## config.mk

```make
export PLATFORM = sky130hd
export DESIGN_NAME = fetch_queue
export DESIGN_NICKNAME = d
export VERILOG_FILES = /design/src/rtl/fetch_queue.sv
export SDC_FILE = /design/constraint.sdc
export NUM_CORES = 1
export LEC_CHECK = 0
export ABC_AREA = 1
export BUFFER_PORTS_ARGS = -buffer_cell sky130_fd_sc_hd__buf_2
export CAP_MARGIN = 20
export CORE_AREA = 8 8 183 167
export DETAILED_ROUTE_END_ITERATION = 16
export DIE_AREA = 0 0 191 175
export PLACE_DENSITY = 0.65
export SYNTH_ARGS = -nofsm -noshare
export SYNTH_HDL_FRONTEND = slang
export SYNTH_SLANG_ARGS = --single-unit
```

## constraint.sdc

```tcl
create_clock -name clk -period 3.63 [get_ports clk]
set_input_delay 0.1815 -clock clk [delete_from_list [all_inputs] [get_ports clk]]
set_output_delay 0.1815 -clock clk [all_outputs]
set_load 0.03 [all_outputs]
```

## src/rtl/fetch_queue.sv

```systemverilog
// Fetch front end: owns the fetch PC, reads imem combinationally and
// buffers {pc, instr} pairs for decode over a valid/ready handshake.
module fetch_queue #(
  parameter int          DEPTH    = 4,
  parameter logic [31:0] RESET_PC = 32'h0000_0000
) (
  input  logic        clk,
  input  logic        rst_n,
  output logic [31:0] imem_addr,
  input  logic [31:0] imem_rdata,
  input  logic        redirect_valid,
  input  logic [31:0] redirect_pc,
  output logic        out_valid,
  input  logic        out_ready,
  output logic [31:0] out_pc,
  output logic [31:0] out_instr,
  output logic        full
);

  localparam int AW = $clog2(DEPTH);
  localparam int CW = $clog2(DEPTH + 1);
  localparam logic [CW-1:0] DEPTH_C = CW'(DEPTH);

  logic [31:0]   fetch_pc;
  logic [AW-1:0] head;
  logic [AW-1:0] tail;
  logic [CW-1:0] count;
  logic [31:0]   mem_pc    [DEPTH];
  logic [31:0]   mem_instr [DEPTH];
  logic          deq;
  logic          enq;

  assign imem_addr = fetch_pc;
  assign out_valid = (count != '0);
  assign full      = (count == DEPTH_C);
  assign out_pc    = mem_pc[head];
  assign out_instr = mem_instr[head];

  // A full queue may still accept a word when the head leaves this cycle.
  assign deq = out_valid & out_ready & ~redirect_valid;
  assign enq = ~redirect_valid & ((count < DEPTH_C) | deq);

  always_ff @(posedge clk or negedge rst_n) begin
    if (!rst_n) begin
      fetch_pc <= RESET_PC;
      head     <= '0;
      tail     <= '0;
      count    <= '0;
    end else if (redirect_valid) begin
      fetch_pc <= {redirect_pc[31:2], 2'b00};
      head     <= '0;
      tail     <= '0;
      count    <= '0;
    end else begin
      if (enq) begin
        tail     <= tail + AW'(1);
        fetch_pc <= fetch_pc + 32'd4;
      end
      if (deq) begin
        head <= head + AW'(1);
      end
      unique case ({enq, deq})
        2'b10:   count <= count + CW'(1);
        2'b01:   count <= count - CW'(1);
        default: count <= count;
      endcase
    end
  end

  always_ff @(posedge clk) begin
    if (enq) begin
      mem_pc[tail]    <= fetch_pc;
      mem_instr[tail] <= imem_rdata;
    end
  end

endmodule

```

==> out/metrics.cfg, run 1 <==
[outcome]
status = finished, final reports clean

[yosys]
synthArstFlopShare_pct = 13.0
netlist_area_sq_um = 11900
synth_top_family_by_area = simple AND/OR/NAND/NOR gates
synthTopCellsByArea = edfxtp_1 (63%), dfrtp_1 (7.8%), o21ai_0 (6.0%)
netlist.area_leader.share_pct = 62.6
synth-main-ff-cell = edfxtp_1
synthSimpleGateAreaFrac_pct = 13.4
synth.most_common_cell = edfxtp_1
synth_edf_count = 248
synth.distinct_cells = 40
synth_area_leader_cell = edfxtp_1
synth_fa_ha_area_share_pct = 0.694
synth.yosys.seq_area_share_pct = 70.4
postSynthAreaPerCell_sq_um = 11.5
syn_inst = 1037
synth_xor_area_share_pct = 0.221
synth_mux_area_share_pct = 0
ys_seq_elements = 285
synth_compound_area_share_pct = 11.0
yosys_warnings = 0
synth_common_cells = edfxtp_1 (248), nor2_1 (181), nand2_1 (149)

[route]
firstDrtPassIters = 5
wl_mm = 29.6
avgRoutedWirePerCell_microns = 18.1
vias = 8362
drc = 0
vias_per_cell = 5.12
drt-initial-drc-count = 570
ant_nets = 0

[worst_setup_path]
crit_path_end_kind = output port
startpoint_type = register
critPathArrivalTime_ps = 2810
crit_required_ps = 3450
worstPathMaxFanout = 66
critical_path_class = register to output port

[sta]
period_minus_slack_ps = 2990
hold-worst-slack_ps = 42.1
final_hold_viol_count = 0
skew_ps = 8.20
slew_viol_final = 0
max_freq_ghz = 0.334
layout_setup_ws_ps = 638
setup_viol = 0
setup-tns-final_ps = 0
slew_headroom_pct = 39.1
rsz0062_at_grt = false
finalCritPeriodShare_pct = 82.4
worst_pin_slew_ps = 913

[flow_run]
cap_violations = 0

[layout]
fillers = 2373
finish.utilization_pct = 53.0
multi_input_area_sq_um = 3070
design_area_sq_um = 14600
final_net_count = 1325
drive_gt1_share_pct = 19.2
antenna_cells = 0
area_delta_synth_final_pct = 22.6
seq_area_sq_um = 8380

[pwr]
cellLeakagePower_nw = 5.50
swShare_pct = 36.3
combPwrFrac_pct = 29.5
p_seq_share_pct = 43.7
p_per_area_nw_per_um2 = 717
clkPwrFrac_pct = 26.8
irDropWorstVdd_uv = 390
net-switching-power_w = 0.00380
intPower_w = 0.00666

[clock_tree]
root_buffer = clkbuf_16
cts_tree = done
cts_max_level = 1
clkTransAtPathRegs_ps = 60
cts_buffer_depth = 3
postCtsSetupBuffers = 0
insertion_delay_ps = 540
cts_sinks = 285
cts_made_buffers = 28

[floorplanning]
dieArea_sq_um = 33400
core_sq_um = 27500
io_pins = 166
rows = 58
dieHeight_microns = 175
fp.dieW_microns = 191
start_util_pct = 43.2

[grt]
grt_max_degree = 67
grt_pass1_vias = 8272
track_usage_pct = 17.3
grt_overflow = 0
grt_antenna_before_repair = 0
grt_pass1_wl_mm = 45.8

[placed_design]
place.gp.congestion = 0.865
place_ws_ps = 1210
place_hpwl_mm = 17.8
place_area_sq_um = 13000
io_buffers = 159

[min_path]
hp-class = primary input to register

-- power groups by stage --
stage                     registers, W  clock network, W  logic (W)
after floorplan                0.00467                 0    0.00195
after global placement         0.00462                 0    0.00304
after detailed placement       0.00463                 0    0.00307
after CTS                      0.00457           0.00287    0.00313
after global routing           0.00463           0.00299    0.00336
final                          0.00457           0.00281    0.00308
-- state kept, by name, summed over array words and instances, names as in the netlist --
signal	cells
count	3
imem_addr	30
tail	2
head	2
mem_instr	128
mem_pc	120
-- area by class of cell --
| type | instances | area share [%] |
|---|---|---|
| Inverter | 60 | 1.58 |
| Clock buffer | 44 | 5.49 |
| Timing Repair Buffer | 235 | 10.6 |
| Sequential cell | 285 | 57.5 |
| Clock inverter | 8 | 0.678 |
| Multi-Input combinational cell | 641 | 21.0 |
| Tap cell | 360 | 3.09 |
-- routing by layer --
| metal | vias to the layer above | GRT usage, % | share of wire, % |
|---|---|---|---|
| li1 | 4076 | - | - |
| met1 | 3994 | 23.7 | 46 |
| met2 | 250 | 28.2 | 46 |
| met3 | 42 | 3.15 | 6.0 |
| met4 | 0 | 3.75 | 1.9 |
| met5 | - | 0 | 0 |
-- critical path, stage by stage (launching register included) --
cell and delay, ps:
dfrtp_4 650, inv_4 520, buf_12 350, o21ai_0 120, o22ai_1 260, buf_2 250
-- worst paths after layout --
kind                                 startpoint             to  slack (ps)  cells after the start
worst max-delay path                    head[0]     out_pc[30]         640                      5
worst min-delay path            redirect_pc[19]  imem_addr[19]          40                      5
worst max register to register     imem_addr[2]  imem_addr[16]        1600                     10
worst min register to register         count[0]       count[0]         590                      1
max in group asynchronous                 rst_n        head[0]        2640                      2
min in group asynchronous                 rst_n   imem_addr[3]         300                      2
-- per-stage QoR --
step	instances	power, W
floorplan	1041	0.00662
global placement	1518	0.00766
detailed placement	1518	0.00770
CTS	1633	0.0106
global route	1633	0.0110
finish	1633	0.0105
-- cell usage in the layout (no fill, tap or decap), drive strengths merged, types with 7 or more instances in the layout --
master,n
nand2,154
nand3,37
o21ai,158
a21oi,9
dfrtp,37
o22ai,62
dlygate4sd3,63
buf,172
inv,59
clkbuf,44
nor2,189
clkinv,7
edfxtp,248
-- logic make-up (layout without fill, tap and decap cells) --
kind of cell | count (synthesis) | in the layout
AND/OR/NAND/NOR | 389 | 389
flip-flops | 285 | 285
XOR/XNOR | 3 | 3
other | 1 | 5
adder cells (fa/ha/maj) | 6 | 6
buffers and inverters | 115 | 347
AO/OA/AOI/OAI | 238 | 238
-- repair_timing --
| action | in CTS | in global routing |
|---|---|---|
| endpoints found under the hold margin | 195 | 0 |
| gates resized for setup | 0 | 0 |
| hold buffers | 63 | 0 |
(Power assumes the default switching activity.)
==> run 2: changes to the inputs <==
PLACE_DENSITY = 0.62   (was 0.65)
clock period = 2.9 ns   (was 3.63 ns; I/O delays follow)
==> run 2 against run 1 <==
Effect of this change:
- critical path type unchanged
- largest cell class unchanged
- global-route usage rose by 0.20 points
- clock power rose by 28%
- largest power group unchanged
- worst hold slack improved by 25 ps
- non-clock buffer count rose by 5
==> out/metrics.cfg, run 2 (synthesized netlist as in run 1, its figures left out) <==
[pwr]
p_per_area_nw_per_um2 = 899
irDropWorstVdd_uv = 615
cellLeakagePower_nw = 5.56
finalPower_w = 0.0132

[floorplanning]
dieArea_sq_um = 33400
start_util_pct = 43.2
rows = 58
fp.dieW_microns = 191
io_pins = 166
core_sq_um = 27500
dieHeight_microns = 175

[clock_tree]
clkTransAtPathRegs_ps = 60
cts_sinks = 285
cts_buffer_depth = 3
cts_made_buffers = 30
post_cts_resized = 0
insertion_delay_ps = 550
root_buffer = clkbuf_16
cts_max_level = 1
cts_tree = done

[layout]
design_area_sq_um = 14700
area_delta_synth_final_pct = 23.7
drive_gt1_share_pct = 19.6
final_common_cell = edfxtp_1
multi_input_area_sq_um = 3070
fillers = 2417
antenna_cells = 0
seq_area_sq_um = 8380
final_net_count = 1332
final_cell_mix = edfxtp_1 (248), nor2_1 (177), buf_2 (159), nand2_1 (149), o21ai_0 (143)
largest_reg_flops = 128
regMostFlops = mem_instr

[sta]
setup_viol = 0
finalCritPeriodShare_pct = 81.0
worst_pin_slew_ps = 892
max_freq_ghz = 0.426
final_hold_viol_count = 0
setup-tns-final_ps = 0
skew_ps = 15.5
rsz0062_at_grt = false
period_minus_slack_ps = 2350
slew_viol_final = 0
slew_headroom_pct = 40.5

[worst_setup_path]
critical_path_class = register to output port
crit_required_ps = 2760
crit_family = buffers and inverters
critPathArrivalTime_ps = 2200
crit_path_end_kind = output port
worstPathCellList = inv_4, buf_12, o21ai_0, o22ai_1, buf_2
startpoint_type = register
slowest_delay_ps = 500
worstPathMaxFanout = 72
crit_slowest_cell = dfrtp_4
path_buf_inv = 3

[route]
drc = 0
firstDrtPassIters = 6
ant_nets = 0
drt-initial-drc-count = 573
vias_per_cell = 5.14
avgRoutedWirePerCell_microns = 18.2
wl_mm = 29.8
vias = 8433

[grt]
grt_pass1_wl_mm = 46.2
track_usage_pct = 17.5
grt_antenna_before_repair = 0
grt_overflow = 0
grt_pass1_vias = 8186
grt_max_degree = 126

[placed_design]
place.gp.congestion = 0.841
io_buffers = 159
place_area_sq_um = 13100
place_hpwl_mm = 18.2

[min_path]
hp-class = primary input to register

[flow_run]
cap_violations = 0

[outcome]
status = finished, final reports clean

[run 2: cell types whose count changed in the layout (fill, tap and decap cells not counted)]
cell,delta
buf_12,+5
clkinv_1,+5
clkbuf_1,-4
clkbuf_8,-4
clkbuf_16,+2
clkinvlp_4,+2
inv_6,+2
buf_4,-1
clkinv_2,+1
dlygate4sd3_1,+1
[run 2: area by class of cell]
| cell class | instances | area share [%] |
|---|---|---|
| multi-input cells | 641 | 20.9 |
| flip-flops and latches | 285 | 56.9 |
| repair buffers | 240 | 11.2 |
| clock buffers | 38 | 5.31 |
| inverters | 60 | 1.56 |
| well taps | 360 | 3.06 |
| clock inverters | 18 | 1.05 |
[run 2: layer usage]
layer	global-route usage [%]	vias to the layer above	wire length [microns]	part of all wire, %
li1	-	4095	-	-
met1	24.1	4062	13500	45
met2	28.7	244	14200	47
met3	2.99	32	1680	5.6
met4	3.46	0	480	1.6
met5	0	-	0	0
[run 2: path summary, 6_finish.rpt]
check	start	to	slack [ps]	cells past startpoint
hold reg to reg	count[0]	count[0]	590	1
max in group asynchronous	rst_n	head[0]	1980	2
setup reg to reg	count[2]	mem_instr[0][18]	1020	6
hold / removal	redirect_valid	count[2]	70	2
min in group asynchronous	rst_n	imem_addr[29]	270	2
setup / recovery	head[0]	out_pc[29]	550	5
[run 2: repair_timing]
item                      in CTS  in global routing
hold buffers                  64                  0
hold endpoints to repair     197                  0
buffers inserted               0                  0
[run 2: through the flow]
step | hold slack (ps) | worst slack, ps | util [%] | cells
6_report | 66.7 | 551 | 53.5 | 1642
5_1_grt | 59.9 | 434 | 53.5 | 1642
4_1_cts | 33.7 | 547 | 53.5 | 1642
3_5_place_dp | 323 | 811 | 47.8 | 1522
3_3_place_gp | 319 | 831 | 47.8 | 1522
2_1_floorplan | -151 | -985 | - | 1041
[run 2: worst reg2reg max path: cells and delay by family (launching register included)]
family          cells  cell delay, ps
simple gates        2             320
compound gates      1             130
flops               1             410
buf+inv             3             670
[run 2: where the power goes]
group          leakage (nW)  switching (W)  internal, W
Combinational          2.42        0.00289      0.00107
Sequential             2.69       0.000412      0.00525
Clock                 0.450        0.00152      0.00209
Total                  5.56        0.00483      0.00840
